[config.mk]
export PLATFORM = sky130hd
export DESIGN_NAME = fifo_wr_arbiter
export DESIGN_NICKNAME = d
export VERILOG_FILES = /design/src/rtl/fifo_wr_arbiter.sv
export SDC_FILE = /design/constraint.sdc
export NUM_CORES = 1
export LEC_CHECK = 0
export BUFFER_PORTS_ARGS = -buffer_cell sky130_fd_sc_hd__buf_2
export CAP_MARGIN = 40
export CORE_AREA = 3 3 252 254
export DETAILED_ROUTE_END_ITERATION = 7
export DIE_AREA = 0 0 255 257
export GPL_ROUTABILITY_DRIVEN = 1
export GPL_TIMING_DRIVEN = 0
export MAX_ROUTING_LAYER = met4
export PLACE_DENSITY_LB_ADDON = 0.05
export REMOVE_ABC_BUFFERS = 1
export SKIP_CTS_REPAIR_TIMING = 1
export SLEW_MARGIN = 20
export SYNTH_ARGS = -nofsm -noshare
export SYNTH_HDL_FRONTEND = slang
export SYNTH_SLANG_ARGS = --single-unit
[constraint.sdc]
create_clock -name clk -period 2 [get_ports clk]
set_clock_uncertainty 0.1 [all_clocks]
set_input_delay 0.4 -clock clk [delete_from_list [all_inputs] [get_ports clk]]
set_output_delay 0.4 -clock clk [all_outputs]
set_load 0.005 [all_outputs]
[src/rtl/fifo_wr_arbiter.sv]
// Round-robin write arbiter: REQ_N valid/ready producers share one FIFO write port, bursts of up to MAX_BURST beats.
// Latency: one arbitration bubble per grant; ready/wren follow i_fifo_full combinationally, so no write is issued while full.
module fifo_wr_arbiter #(
    parameter  int REQ_N        = 4,
    parameter  int DATA_W       = 128,
    parameter  int MAX_BURST    = 8,
    parameter  int USE_ALM_FULL = 1,
    localparam int GID_W        = (REQ_N > 1) ? $clog2(REQ_N) : 1,
    localparam int CNT_W        = $clog2(MAX_BURST + 1)
) (
    input  logic                    clk,
    input  logic                    rstn,
    input  logic [REQ_N-1:0]        i_req_valid,
    input  logic [REQ_N*DATA_W-1:0] i_req_data,
    output logic [REQ_N-1:0]        o_req_ready,
    output logic                    o_fifo_wren,
    output logic [DATA_W-1:0]       o_fifo_wrdata,
    input  logic                    i_fifo_full,
    input  logic                    i_fifo_alm_full,
    output logic [GID_W-1:0]        o_grant_id,
    output logic                    o_busy
);

    typedef enum logic {
        IDLE  = 1'b0,
        GRANT = 1'b1
    } state_t;

    state_t             state_q,    state_d;
    logic [GID_W-1:0]   grant_id_q, grant_id_d;
    logic [GID_W-1:0]   rr_ptr_q,   rr_ptr_d;
    logic [CNT_W-1:0]   beat_cnt_q, beat_cnt_d;

    logic               eligible;
    logic               found;
    logic [GID_W-1:0]   winner;
    logic [GID_W-1:0]   cand;
    logic               beat;
    logic [REQ_N-1:0]   ready_vec;

    // Almost-full only gates new grants; an open burst is stopped by full alone.
    assign eligible = (|i_req_valid) && !((USE_ALM_FULL != 0) && i_fifo_alm_full);

    // Scan starts one past the last winner, so a producer just served goes last.
    always_comb begin
        found  = 1'b0;
        winner = rr_ptr_q;
        cand   = '0;
        for (int i = 1; i <= REQ_N; i++) begin
            cand = GID_W'((int'(rr_ptr_q) + i) % REQ_N);
            if (!found && i_req_valid[cand]) begin
                found  = 1'b1;
                winner = cand;
            end
        end
    end

    assign beat = (state_q == GRANT) && i_req_valid[grant_id_q] && !i_fifo_full;

    always_comb begin
        state_d    = state_q;
        grant_id_d = grant_id_q;
        rr_ptr_d   = rr_ptr_q;
        beat_cnt_d = beat_cnt_q;
        case (state_q)
            IDLE: begin
                if (eligible) begin
                    state_d    = GRANT;
                    grant_id_d = winner;
                    rr_ptr_d   = winner;
                    beat_cnt_d = '0;
                end
            end
            GRANT: begin
                if (!i_req_valid[grant_id_q]) begin
                    state_d = IDLE;
                end else if (!i_fifo_full) begin
                    beat_cnt_d = beat_cnt_q + CNT_W'(1);
                    if (beat_cnt_q == CNT_W'(MAX_BURST - 1)) begin
                        state_d = IDLE;
                    end
                end
            end
            default: state_d = IDLE;
        endcase
    end

    always_ff @(posedge clk or negedge rstn) begin
        if (!rstn) begin
            state_q    <= IDLE;
            grant_id_q <= '0;
            rr_ptr_q   <= GID_W'(REQ_N - 1);
            beat_cnt_q <= '0;
        end else begin
            state_q    <= state_d;
            grant_id_q <= grant_id_d;
            rr_ptr_q   <= rr_ptr_d;
            beat_cnt_q <= beat_cnt_d;
        end
    end

    always_comb begin
        ready_vec = '0;
        if (state_q == GRANT && !i_fifo_full) begin
            ready_vec[grant_id_q] = 1'b1;
        end
    end

    assign o_req_ready   = ready_vec;
    assign o_fifo_wren   = beat;
    assign o_fifo_wrdata = i_req_data[int'(grant_id_q)*DATA_W +: DATA_W];
    assign o_grant_id    = grant_id_q;
    assign o_busy        = (state_q == GRANT);

endmodule

==> out/metrics.yaml, run 1 <==
status:
  status: "finished with violations"
  violations: "negative setup slack"
clock_network:
  htreeDepth: 1
  clock_path_buffers: 2
  cts_tree: "built"
  cts.sinks: 9
  clk_pin_slew_ps: 40
  numCtsBuffers: 3
  clk_latency_ps: 230
  root_buffer: "clkbuf_16"
sta:
  rsz0062_at_grt: "yes"
  finalHoldViolCount: 0
  drv_slew: 0
  setup-violations-final: 132
  whs_ps: 392
  slew_headroom_pct: 74.8
  timing.fmax_mhz: 414
  tightest_slew_ps: 377
  finalSetupTns_ps: -40880
  min_period_over_period_pct: 121
  layout_min_cycle_time_ps: 2410
  setup_slack_ps: -413
route:
  final_antenna_net_count: 0
  vias_per_cell: 3.30
  drt_wl_total_um: 42700
  drt_iter0_markers: 207
  num_vias: 5711
  drc: 0
  routedWlPerCell_um: 24.7
  first_pass_iters: 5
critical_path:
  max_stage_delay_ps: 590
  crit_top_cell: "buf_16"
  path_cells: "buf_16 > buf_16 > mux4_2 > buf_2"
  worstSetupPathType: "reg2out"
  crit_slowest_cell: "mux4_2"
  cp_max_fo: 13
  arrival_ps: 1910
  startpoint_type: "flop"
  critPathCaptureType: "output pin"
  required_ps: 1500
power:
  pwr-share-seq_pct: 4.6
  switchingPower_w: 0.00435
  internal_power_w: 0.00579
  p_per_area_mw_per_mm2: 1140
  peakVddDrop_uv: 385
  comb_power_share_pct: 91.9
  leakage_nw: 4.14
  power.share.switching_pct: 42.9
  clock_power_share_pct: 3.5
finish:
  instances_no_fill: 1728
  final_nets: 1439
  drive_above_1_share_pct: 93.0
  utilization_pct: 14.5
  area_growth_pct: 141
  n_fill_cell: 7087
floorplanning:
  start_util_pct: 6.01
  pin_count: 656
  placeableCoreArea_mm2: 0.0615
  die_w_um: 255
  num_rows: 91
  die_area_mm2: 0.0655
  die_h_um: 257
placed_design:
  placedCellCount: 1653
  port_buffers: 655
  dpl.hpwl_um: 37200
  gp_congestion: 0.794
grt:
  grt_overflow_total: 0
  grt_max_degree: 45
  grt_pass1_vias: 5942
  globalRouteTotalUtil_pct: 11.7
  grt_pass1_wl_um: 51100
  antenna_found_initial: 24
run:
  drv_cap: 0
synth:
  yosys_warnings: 0
  yosysSeqAreaShare_pct: 6.17
  yosysUniqueCellTypes: 36
  syn_inst: 236
  syn-cell-area_mm2: 0.00369
  ys_seq_elements: 9
  syn_area_per_cell_um2: 15.7
min_path:
  hold_path.class: "in2reg"
[state kept, by name (all words and copies together) (netlist names)]
name,flops
beat_cnt_q,4
o_grant_id,2
rr_ptr_q,2
o_busy,1
[worst max-delay path: cells and delay by family, from the launching register on]
family / cells / cell delay, ps
DFF: 1 / 520
buffers and inverters: 3 / 530
muxes: 1 / 590
[cell usage after synthesis, drive strengths merged]
| library cell | n | share of area [%] |
|---|---|---|
| o21ai | 4 | 0.54 |
| nand3b | 1 | 0.20 |
| a211o | 1 | 0.24 |
| and3 | 1 | 0.17 |
| a311oi | 1 | 0.24 |
| a21o | 2 | 0.41 |
| dfrtp | 7 | 4.7 |
| and2 | 1 | 0.17 |
| nor2 | 7 | 0.71 |
| mux2i | 2 | 0.54 |
| buf | 27 | 3.8 |
| nand3 | 2 | 0.27 |
| nor2b | 4 | 0.68 |
| dfstp | 2 | 1.4 |
| o31ai | 3 | 0.61 |
| mux4 | 129 | 79 |
| nand4 | 1 | 0.17 |
| o22ai | 1 | 0.17 |
| o211ai | 1 | 0.20 |
| nand2 | 9 | 0.91 |
| a21boi | 1 | 0.20 |
| or3b | 1 | 0.30 |
| o311ai | 1 | 0.24 |
| a2111oi | 1 | 0.75 |
| nor3 | 3 | 0.41 |
| a21oi | 3 | 0.41 |
| ha | 1 | 0.34 |
| inv | 4 | 0.41 |
| a22oi | 1 | 0.20 |
| nand2b | 3 | 0.51 |
| nor3b | 2 | 0.41 |
| or3 | 1 | 0.17 |
| clkbuf | 8 | 0.81 |
[metal layers]
metal | wire length (um) | track usage, % | vias up | share of wire [%]
li1 | - | - | 2507 | -
met1 | 14800 | 11.6 | 2826 | 35
met2 | 23400 | 21.9 | 352 | 55
met3 | 4010 | 4.17 | 26 | 9.4
met4 | 513 | 2.30 | 0 | 1.2
met5 | 0 | - | - | 0
[cell usage in the layout (no fill, tap or decap), drive strengths merged, types with 4 or more instances in the layout]
cell type	instances
nor2	7
clkbuf	11
mux4	129
nand2	9
buf	704
o21ai	4
nor2b	4
diode	21
inv	4
dfrtp	7
[through the flow]
step	worst slack, ps	total power, W	cell area [um^2]
floorplan	-4510	0.00321	3520
global placement	-7640	0.00426	7790
detailed placement	-717	0.00831	7980
CTS	-984	0.00872	8050
global route	-496	0.0110	8890
finish	-413	0.0101	8900
[area by class of cell]
cell class	count	area, um^2	area share (%)
Sequential cell	9	235	2.64
Inverter	4	15.0	0.169
Timing Repair Buffer	712	4230	47.6
Antenna cell	21	52.6	0.591
Clock buffer	4	78.8	0.886
Tap cell	790	988	11.1
Multi-Input combinational cell	188	3300	37.0
[power groups by stage]
stage | Combinational [W] | Clock, W | Sequential [W]
after CTS | 0.00769 | 0.000374 | 0.000658
after floorplan | 0.00238 | 0 | 0.000830
after detailed placement | 0.00765 | 0 | 0.000662
after global routing | 0.0101 | 0.000387 | 0.000490
after global placement | 0.00340 | 0 | 0.000865
final | 0.00932 | 0.000359 | 0.000465
[cell families (layout without fill, tap and decap cells)]
kind of cell             count (synthesis)  in the layout  share of synthesized area (%)
buffers and inverters                   39            720                           5.01
other                                    0             21                              0
AO/OA/AOI/OAI                           20             20                           4.20
AND/OR/NAND/NOR                         36             36                           5.08
flip-flops                               9              9                           6.17
adder cells (fa/ha/maj)                  1              1                          0.339
multiplexers                           131            131                           79.2
[path summary, 6_finish.rpt]
kind	cells after the start	endpoint	slack (ps)	from
max	4	o_fifo_wrdata[52]	-410	o_grant_id[0]
min	3	beat_cnt_q[3]	390	i_fifo_full
max reg2reg	6	beat_cnt_q[2]	100	o_grant_id[1]
min reg2reg	1	beat_cnt_q[0]	400	beat_cnt_q[0]
max in group asynchronous	2	rr_ptr_q[0]	1080	rstn
min in group asynchronous	2	o_grant_id[1]	460	rstn
Note: power is estimated with default switching activity, not from simulation.
==> inputs of run 2 (changes only) <==
Settings changed: CORE_AREA 3 3 252 254 to 3 3 251 253, DIE_AREA 0 0 255 257 to 0 0 254 256.
Clock period 2 ns to 3.15 ns, I/O delays scaled along.
==> out/metrics.yaml, run 2 (synthesized netlist as in run 1, its figures left out) <==
clock_network:
  htreeDepth: 1  # unchanged
  numCtsBuffers: 3  # unchanged
  clk_pin_slew_ps: 40  # about the same
  root_buffer: "clkbuf_16"  # unchanged
  cts_tree: "built"  # unchanged
  clock_path_buffers: 2  # unchanged
  clk_latency_ps: 230  # about the same
  cts.sinks: 9  # unchanged
power:
  leakage_nw: 3.77  # was 4.14 nW
  power_w: 0.00529  # was 0.0101 W
  peakVddDrop_uv: 357  # was 385 uV
  p_per_area_mw_per_mm2: 647  # was 1140 mW/mm^2
critical_path:
  arrival_ps: 2270  # was 1910 ps
  crit_top_cell: "buf_16"  # unchanged
  crit_buf_inv: 4  # was 3
  cp-startpoint: "o_grant_id[0]"  # unchanged
  crit_family: "buffers and inverters"  # was multiplexers
  required_ps: 2420  # was 1500 ps
  r2r-start: "o_grant_id[1]"  # unchanged
  max_stage_delay_ps: 590  # about the same
  worstSetupPathType: "reg2out"  # unchanged
  startpoint_type: "flop"  # unchanged
  crit_slowest_cell: "mux4_2"  # unchanged
  cp_max_fo: 29  # was 13
  critPathCaptureType: "output pin"  # unchanged
  path_cells: "buf_12 > buf_16 > buf_16 > mux4_2 > buf_2"  # was buf_16 > buf_16 > mux4_2 > buf_2
finish:
  regMostFlops: "beat_cnt_q"  # unchanged
  layout_common_cells: "655 x buf_2, 129 x mux4_2, 9 x nand2_1, 7 x nor2_1, 7 x buf_16"  # was 623 x buf_2, 129 x mux4_2, 34 x buf_4, 33 x buf_6, 10 x clkbuf_16
  largest_reg_flops: 4  # unchanged
  final_common_cell: "buf_2"  # unchanged
  drive_above_1_share_pct: 92.3  # was 93.0%
  area_growth_pct: 121  # was 141%
  utilization_pct: 13.3  # was 14.5%
  final_nets: 1392  # was 1439
placed_design:
  port_buffers: 655  # unchanged
  gp_congestion: 0.790  # was 0.794
  dpl.hpwl_um: 36600  # was 37200 um
  dp_slack_ps: -165  # was -717 ps
sta:
  timing.fmax_mhz: 333
  tightest_slew_ps: 407  # was 377 ps
  layout_min_cycle_time_ps: 3000
  min_period_over_period_pct: 95.4
  slew_headroom_pct: 72.7  # was 74.8%
  setup_slack_ps: 145  # was -413 ps
  drv_slew: 0  # unchanged
  rsz0062_at_grt: "no"  # was yes
  finalHoldViolCount: 0  # unchanged
  setup-violations-final: 0  # was 132
  whs_ps: 158  # was 392 ps
grt:
  antenna_found_initial: 27  # was 24
  global_route.usage.met1_pct: 12.0  # was 11.6%
  grt_pass1_vias: 5776  # was 5942
  grt_overflow_total: 0  # unchanged
  grt_max_degree: 45  # unchanged
  globalRouteTotalUtil_pct: 11.8  # was 11.7%
  grt_pass1_wl_um: 51800  # was 51100 um
  grt_use_met3_pct: 3.08  # was 4.17%
  met2_usage_pct: 23.3  # was 21.9%
  grt.busiest_layer: "met2"  # unchanged
run:
  drv_cap: 0  # unchanged
route:
  vias_per_cell: 3.24  # was 3.30
  drt_wl_total_um: 40400  # was 42700 um
  drc: 0  # unchanged
  num_vias: 5441  # was 5711
  drt_iter0_markers: 240  # was 207
  routedWlPerCell_um: 24.0  # was 24.7 um
  first_pass_iters: 4  # was 5
  final_antenna_net_count: 0  # unchanged
status:
  status: "finished, final reports clean"  # was finished with violations
floorplanning:
  die_h_um: 256  # was 257 um
  die_w_um: 254  # was 255 um
  pin_count: 656  # unchanged
  placeableCoreArea_mm2: 0.0613  # was 0.0615 mm^2
  start_util_pct: 6.03  # was 6.01%
  num_rows: 91  # unchanged
  die_area_mm2: 0.0650  # was 0.0655 mm^2
min_path:
  hold_path.class: "in2async"  # was in2reg
run 2: changes by cell type in the layout (fill, tap and decap cells not counted), sizes merged:
cell,change
buf,-40
clkbuf,-6
dlygate4sd3,-1
run 2: power by group:
part	leakage, nW	internal (W)	total, W	switching [W]
Sequential	0.109	0.000182	0.000320	0.000139
Clock	0.0383	0.000170	0.000227	0.0000579
Combinational	3.63	0.00257	0.00474	0.00217
run 2: path summary, 6_finish.rpt:
path | to | slack, ps | depth (start not counted)
max in group asynchronous | rr_ptr_q[0] | 2530 | 1
worst max-delay path | o_fifo_wrdata[66] | 150 | 5
worst min-delay path | o_grant_id[0] | 160 | 1
min in group clk | beat_cnt_q[2] | 400 | 1
worst max register to register | beat_cnt_q[2] | 1230 | 4
worst min register to register | beat_cnt_q[2] | 400 | 1
run 2: final cells by class:
class	count	area, um^2
timing repair buffer	665	3520
sequential	9	235
inverter	4	15.0
clock buffer	4	78.8
antenna	21	52.6
fill	7124	53100
tap	790	988
multi-input combinational	188	3280
run 2: metrics by stage:
step	cell area, um^2	setup TNS, ps	instances
floorplan	3520	-456330	201
global placement	7790	-877660	1646
detailed placement	7980	-1400	1653
CTS	8060	-9800	1657
global route	8170	0	1679
finish	8170	0	1681
run 2: metal layers:
layer | routed length (um) | up-vias | share of wire, %
met5 | 0 | - | 0
met4 | 206 | 0 | 0.51
met3 | 3170 | 20 | 7.8
met2 | 22600 | 277 | 56
met1 | 14400 | 2731 | 36
li1 | - | 2413 | -
